### src/rtl/kf_pkg.sv
// Shared constants and FSM encoding for the Kalman-filter input stage.
package kf_pkg;

    localparam int unsigned KF_W    = 24;
    localparam int unsigned KF_FRAC = 14;

    typedef enum logic [1:0] {
        ST_IDLE   = 2'd0,
        ST_LAUNCH = 2'd1,
        ST_ACK    = 2'd2,
        ST_RUN    = 2'd3
    } kf_state_t;

endpackage

### src/rtl/kf_sync_fifo.sv
// Synchronous FIFO with occupancy output; DEPTH must be a power of two so
// the pointers wrap naturally.
module kf_sync_fifo #(
    parameter int unsigned W     = 24,
    parameter int unsigned DEPTH = 4
) (
    input  logic                     clk,
    input  logic                     rst,
    input  logic                     push,
    input  logic [W-1:0]             din,
    input  logic                     pop,
    output logic [W-1:0]             dout,
    output logic [$clog2(DEPTH):0]   level
);

    localparam int unsigned AW = $clog2(DEPTH);

    logic [W-1:0]  mem [DEPTH];
    logic [AW-1:0] wr_ptr;
    logic [AW-1:0] rd_ptr;

    always_ff @(posedge clk) begin
        if (push) begin
            mem[wr_ptr] <= din;
        end
    end

    always_ff @(posedge clk) begin
        if (rst) begin
            wr_ptr <= '0;
            rd_ptr <= '0;
            level  <= '0;
        end else begin
            if (push) begin
                wr_ptr <= wr_ptr + AW'(1);
            end
            if (pop) begin
                rd_ptr <= rd_ptr + AW'(1);
            end
            unique case ({push, pop})
                2'b10:   level <= level + (AW+1)'(1);
                2'b01:   level <= level - (AW+1)'(1);
                default: level <= level;
            endcase
        end
    end

    assign dout = mem[rd_ptr];

endmodule

### src/rtl/kf_in_stage.sv
// Input stage: buffers samples and hands them one at a time to the filter
// sequencer. Define KF_IN_TIMEOUT_EN to build in the ACK watchdog.
module kf_in_stage
    import kf_pkg::*;
#(
    parameter int unsigned W      = KF_W,
    parameter int unsigned DEPTH  = 4,
    parameter int unsigned ACK_TO = 15
) (
    input  logic                     clk,
    input  logic                     rst,
    input  logic                     s_valid,
    input  logic [W-1:0]             s_data,
    output logic                     s_ready,
    input  logic                     kf_ready,
    output logic                     kf_start,
    output logic [W-1:0]             kf_data,
    output logic                     busy,
    output logic [$clog2(DEPTH):0]   level,
    output logic [15:0]              sample_cnt,
    output logic                     err_timeout
);

    localparam int unsigned LW = $clog2(DEPTH) + 1;

    if (DEPTH < 2 || (DEPTH & (DEPTH - 1)) != 0) begin : g_bad_depth
        $error("kf_in_stage: DEPTH must be a power of two and at least 2");
    end
    if (ACK_TO == 0) begin : g_bad_ack_to
        $error("kf_in_stage: ACK_TO must be nonzero");
    end

    kf_state_t      state;
    kf_state_t      state_nxt;
    logic           fifo_push;
    logic           fifo_pop;
    logic           run_done;
    logic           ack_expired;
    logic [W-1:0]   fifo_dout;

    kf_sync_fifo #(
        .W     (W),
        .DEPTH (DEPTH)
    ) u_fifo (
        .clk   (clk),
        .rst   (rst),
        .push  (fifo_push),
        .din   (s_data),
        .pop   (fifo_pop),
        .dout  (fifo_dout),
        .level (level)
    );

    // A pop in the same cycle frees a slot, so a full FIFO may still accept.
    assign s_ready   = (level != LW'(DEPTH)) || fifo_pop;
    assign fifo_push = s_valid && s_ready;
    assign kf_data   = (level != '0) ? fifo_dout : '0;

`ifdef KF_IN_TIMEOUT_EN
    localparam int unsigned TW = $clog2(ACK_TO + 1);

    logic [TW-1:0] ack_cnt;

    always_ff @(posedge clk) begin
        if (rst || state != ST_ACK) begin
            ack_cnt <= '0;
        end else begin
            ack_cnt <= ack_cnt + TW'(1);
        end
    end

    assign ack_expired = (state == ST_ACK) && kf_ready && (ack_cnt == TW'(ACK_TO - 1));

    always_ff @(posedge clk) begin
        if (rst) begin
            err_timeout <= 1'b0;
        end else if (ack_expired) begin
            err_timeout <= 1'b1;
        end
    end
`else
    assign ack_expired = 1'b0;
    assign err_timeout = 1'b0;
`endif

    always_ff @(posedge clk) begin
        if (rst) begin
            state <= ST_IDLE;
        end else begin
            state <= state_nxt;
        end
    end

    always_comb begin
        state_nxt = state;
        unique case (state)
            ST_IDLE: begin
                if (level != '0 && kf_ready) begin
                    state_nxt = ST_LAUNCH;
                end
            end
            ST_LAUNCH: begin
                state_nxt = ST_ACK;
            end
            ST_ACK: begin
                if (!kf_ready) begin
                    state_nxt = ST_RUN;
                end else if (ack_expired) begin
                    state_nxt = ST_IDLE;
                end
            end
            ST_RUN: begin
                if (kf_ready) begin
                    state_nxt = ST_IDLE;
                end
            end
            default: state_nxt = ST_IDLE;
        endcase
    end

    always_comb begin
        kf_start = (state == ST_LAUNCH);
        busy     = (state != ST_IDLE);
        run_done = (state == ST_RUN) && kf_ready;
        fifo_pop = run_done || ack_expired;
    end

    always_ff @(posedge clk) begin
        if (rst) begin
            sample_cnt <= '0;
        end else if (run_done) begin
            sample_cnt <= sample_cnt + 16'd1;
        end
    end

endmodule

### config.mk
export PLATFORM = sky130hd
export DESIGN_NAME = kf_in_stage
export DESIGN_NICKNAME = d
export VERILOG_FILES = /design/src/rtl/kf_pkg.sv /design/src/rtl/kf_sync_fifo.sv /design/src/rtl/kf_in_stage.sv
export SDC_FILE = /design/constraint.sdc
export NUM_CORES = 1
export LEC_CHECK = 0
export CORE_ASPECT_RATIO = 1.75
export CORE_MARGIN = 2
export CORE_UTILIZATION = 44
export CTS_CLUSTER_SIZE = 16
export DETAILED_ROUTE_END_ITERATION = 8
export DONT_BUFFER_PORTS = 1
export GPL_ROUTABILITY_DRIVEN = 0
export RECOVER_POWER = 25
export SKIP_CTS_REPAIR_TIMING = 1
export SYNTH_ARGS = -nofsm -noshare
export SYNTH_HDL_FRONTEND = slang
export SYNTH_SLANG_ARGS = --single-unit
export TNS_END_PERCENT = 10
### constraint.sdc
create_clock -name clk -period 6.6 [get_ports clk]
set_input_delay 0.66 -clock clk [delete_from_list [all_inputs] [get_ports clk]]
set_output_delay 0.66 -clock clk [all_outputs]
set_load 0.02 [all_outputs]
* Yosys cells after proc, flatten, opt, wreduce, memory -nomap -nowiden
Memory sizes are Yosys's and may differ from the RTL's. A register that Yosys moved wholly into a read port is not among the register bits. Index checks and enable logic that the tools add are counted.
Cells by class: add/sub/neg operators 5, eq/ne operators 9, multiplexer cells 10, reduce and logical (&&, ||, !) cells 9
Operators by type and width (number):
- $mux W24 | 1
- $add A16 B1 Y16 const B | 1
- $mux W2 | 5
- $pmux W2 S4 | 1
- $eq A2 B2 Y1 const B | 3
- $ne A2 B2 Y1 const B | 3
- $pmux W3 S2 | 1
- $add A2 B1 Y2 const B | 2
- $eq A2 B1 Y1 const B | 2
- $reduce_bool A2 Y1 | 2
- $add A3 B1 Y3 const B | 1
- $logic_and A1 B1 Y1 | 3
- $ne A3 B3 Y1 const B | 1
- $reduce_and A3 Y1 | 1
- $reduce_bool A3 Y1 | 1
- $sub A3 B1 Y3 const B | 1
- $logic_not A2 Y1 | 1
- $mux W1 | 2
- $logic_or A1 B1 Y1 | 1
Storage, ports and cells: register bits after elaboration 25, bits in writable memories 96, input bits 28, output and inout bits 47, logic and storage cells 39, memories kept 1
Memories:
- u_fifo.mem | depth 4, width 24, read ports 1, clocked after Yosys merged registers in 1, wr ports 1, line kf_sync_fifo.sv:18 | logic [W-1:0] mem [DEPTH];

* Longest topological paths before layout
depth in word-level cells 6, depth in mapped cells 8

* By module
Synthesis repeated with hierarchy kept, for this count alone.
Unflattened totals: cell total of the unflattened synthesis 302, area total of the unflattened synthesis 4981.0 sq um
By module, submodules not included:
- kf_sync_fifo | instances 1, cells each 171, area each 3926.3 sq um, seq. area each 3062.9 sq um
- kf_in_stage | instances 1, cells each 131, area each 1054.8 sq um, seq. area each 360.3 sq um

* Worst setup path after synthesis
OpenSTA, ideal clock, no wires.
kind input-to-reg, start point input kf_ready, end point memory u_fifo.mem[0][0] (enable), library setup time 383 ps, data arrival time 1881 ps, data required time 6217 ps, setup slack 4336 ps, stages on the path 4, path buffers 1, cell sequence buf_4 > nand2_2 > a31oi_2 > and2_1
On the way: longest elaborated chain between the ends 5
RTL lines:
- from (decl) | line kf_in_stage.sv:15 | input logic kf_ready,
- $logic_and A1 B1 Y1 | line kf_in_stage.sv:124 | run_done = (state == ST_RUN) && kf_ready;
- $logic_or A1 B1 Y1 | line kf_in_stage.sv:55 | assign s_ready = (level != LW'(DEPTH)) || fifo_pop;
- $logic_and A1 B1 Y1 | line kf_in_stage.sv:56 | assign fifo_push = s_valid && s_ready;
- $mux W1 | line kf_sync_fifo.sv:23 | if (push) begin
- $mux W1 (implied by the code) | line kf_sync_fifo.sv:24 | mem[wr_ptr] <= din;
- to (decl) | line kf_sync_fifo.sv:18
No other way between the ends.

==> metrics.txt <==
global routing usage on met1 0.1552; Reg2Reg Depth 5; max_cap viols 0; area grow syn2layout 14.13%; Critical Path Sink Type output pin; worst-case clock skew 0.005491 ns; Yosys reg bits 123; max_slew headroom 0.4058; Setup WS post-layout 3.791 ns; fillers 919; Comb power frac 0.081; reg2reg start state[1]; final net count 363; Critical Path Source Type register; min-delay src rst; clock share of power 0.460; Hold WC Path Type in2reg; Vias 2572; Min Clock Period, post-route 2.809 ns; Worst Path Buf+Inv 0; RSZ-0062 raised after global routing false; synth top area cells edfxtp_1, dfxtp_1, mux4_2; Worst Hold End u_fifo.level[1]; Critical-path top delay cell dfxtp_2; pre-CTS setup slack 4.132 ns; Pre-antenna DRT Iters 4; M3 GR Usage 0.05786; final hold vios 0; crit path cell chain mux4_2 > nor2b_1; total gr overflow 0; Die ar. 0.01240 mm^2; CTS tree built; commonest non-fill, non-tap cells in the layout edfxtp_1, nor2b_1, dfxtp_1; CTS Buf Count 17; Routed Antenna Nets 0; most common cell after layout, fill and taps aside edfxtp_1; Rows 51; slowest cell delay on critical path 0.91 ns; first-pass GRT wire length 13860 um; Pins Over Slew Limit 0; IO Pins 75; global-route layer with the greatest usage met2; starting density of the core 0.4528; setup TNS 0 ns; WP data required 5.94 ns; final cell count without fillers 470; cell internal pwr 1.519 mW; worst vdd ir 0.2065 mV; antenna violations before repair 0; Inst Count DP 438; Root Driver clkbuf_16; number of port buffers 0; wire length per cell 18.46 um; Remaining DRCs 0; reg-to-reg endpoint u_fifo.mem[0][21]; switching part of the total 0.2214; synth warn 0; starting DRC count in detailed routing 148; Pwr Total 1.951 mW; fmax 356.0 MHz; leading area contributor after synthesis edfxtp_1; status complete, no violations; syn avg cell area 16.00 um^2; leakage power 1.896 nW; Power Density 338.1 mW/mm^2; post-synthesis sequential area ratio 0.6771; Netlist cell types 42; Post-synth EDFFs 96; Synth Cell Area 0.005056 mm^2; maximum clock path buffer count 2; via-per-instance ratio 5.472; kind of critical path reg2out; delay-heaviest family, CP flip-flops; share of layout cells above drive strength 1 0.2012; Tcrit/Tclk final 0.4256; Detail Placement HPWL 5343 um; Worst Tran Pin Value 0.8913 ns; share of the synthesized area in the top cell type 0.5702; Die Ht 145.8 um; CP Max Fanout 24; TritonCTS Sinks 123; sequential share of power 0.459; Synth async-reset ratio 0; vias in the first global route 2713; Hold Crit Depth 1; CTS H-Tree Depth 4; Syn Nets 354; largest net degree at the start of global routing 28; M2 GR Usage 0.2605; reg2reg setup slack 4.41 ns; Die Wd 85.04 um; n_diodes 0; ys flop type edfxtp_1; Skew-Pair Late Insertion Delay 0.40 ns; Core ar. 0.01117 mm^2; sw power 432.0 uW; Setup violations, final 0; Post-Synthesis Cells 316; drt total wl 8676 um; Reg clk slew, reported paths 0.05 ns; Tot GR Track Use 0.1503; crit path DAT 2.15 ns
## sequential cells by signal (all words and copies together) (netlist names), named ones only
name and flops:
u_fifo.mem 96, sample_cnt 16, u_fifo.level 3, state 2, u_fifo.rd_ptr 2, u_fifo.wr_ptr 2
## power by group through the flow
stage / Clock (mW) / Combinational, mW / Sequential (mW)
CTS: 0.919 / 0.162 / 0.897
floorplan: 0 / 0.141 / 0.903
global placement: 0 / 0.160 / 0.910
finish: 0.897 / 0.158 / 0.896
detailed placement: 0 / 0.162 / 0.912
global route: 0.954 / 0.174 / 0.900
## cell type report
type / count / area, um^2 / area share
flip-flops and latches: 123 / 3425 / 0.5935
multi-input cells: 163 / 1500 / 0.2600
clock buffers: 18 / 429.2 / 0.07437
well taps: 132 / 165.2 / 0.02862
clock inverters: 14 / 153.9 / 0.02667
inverters: 14 / 52.55 / 0.009107
repair buffers: 6 / 45.04 / 0.007806
## Yosys cell counts, types with 2 or more instances
master and n:
mux4_2 24, or3_1 3, mux2i_1 2, inv_1 14, o31ai_1 2, nor2b_1 26
buf_1 3, edfxtp_1 96, clkbuf_1 3, nor2_1 21, nor4_1 3, buf_2 5
dfxtp_1 27, nor3_1 6, a21oi_1 5, xnor2_1 11, nand4_1 2, nand3_1 8
ha_1 9, o21ai_0 3, and2_1 5, a211oi_1 4, buf_4 5, nand2_1 9
xor2_1 3
## routing by layer
metal / share of wire / routed length [um]
met5: 0 / 0
met4: 0.016 / 135
met2: 0.56 / 4825
met1: 0.36 / 3112
met3: 0.070 / 603
## worst max-delay path by stage
stage          cells past startpoint               end      from  slack [ns]
5_1_grt                            2       kf_data[21]  register        3.60
3_3_place_gp                       2        kf_data[1]  register        4.13
3_5_place_dp                       2        kf_data[1]  register        4.13
4_1_cts                            2        kf_data[1]  register        3.69
2_1_floorplan                      4  u_fifo.mem[0][0]  kf_ready        4.34
6_report                           2        kf_data[2]  register        3.79
## through the flow
| step | hold slack [ns] | util | cell area [um^2] |
|---|---|---|---|
| after floorplan | 0.4847 | - | 5056 |
| after global placement | 0.5030 | 0.4645 | 5187 |
| after detailed placement | 0.5253 | 0.4645 | 5187 |
| after CTS | 0.3010 | 0.5168 | 5771 |
| after global routing | 0.2992 | 0.5168 | 5771 |
| final | 0.3206 | 0.5168 | 5771 |
## cells by family (layout without fill, tap and decap cells)
family                   count (synthesis)  count (layout)  synth area share
AO/OA/AOI/OAI                           21              21           0.02920
XOR/XNOR                                14              14           0.02425
adder cells (fa/ha/maj)                 10              10           0.02623
buffers and inverters                   30              52           0.02722
flip-flops                             123             123            0.6771
multiplexers                            27              27            0.1138
other                                    1               1         0.0007417
AND/OR/NAND/NOR                         90              90            0.1015
## worst register-to-register path: cells and delay by family, from the launching register on
kind | cells | cell delay [ns]
fa+ha+maj | 1 | 0.35
buf+inv | 1 | 0.35
flops | 1 | 0.37
compound gates | 1 | 0.36
simple gates | 2 | 0.40
Power figures use the tool's default switching activity.
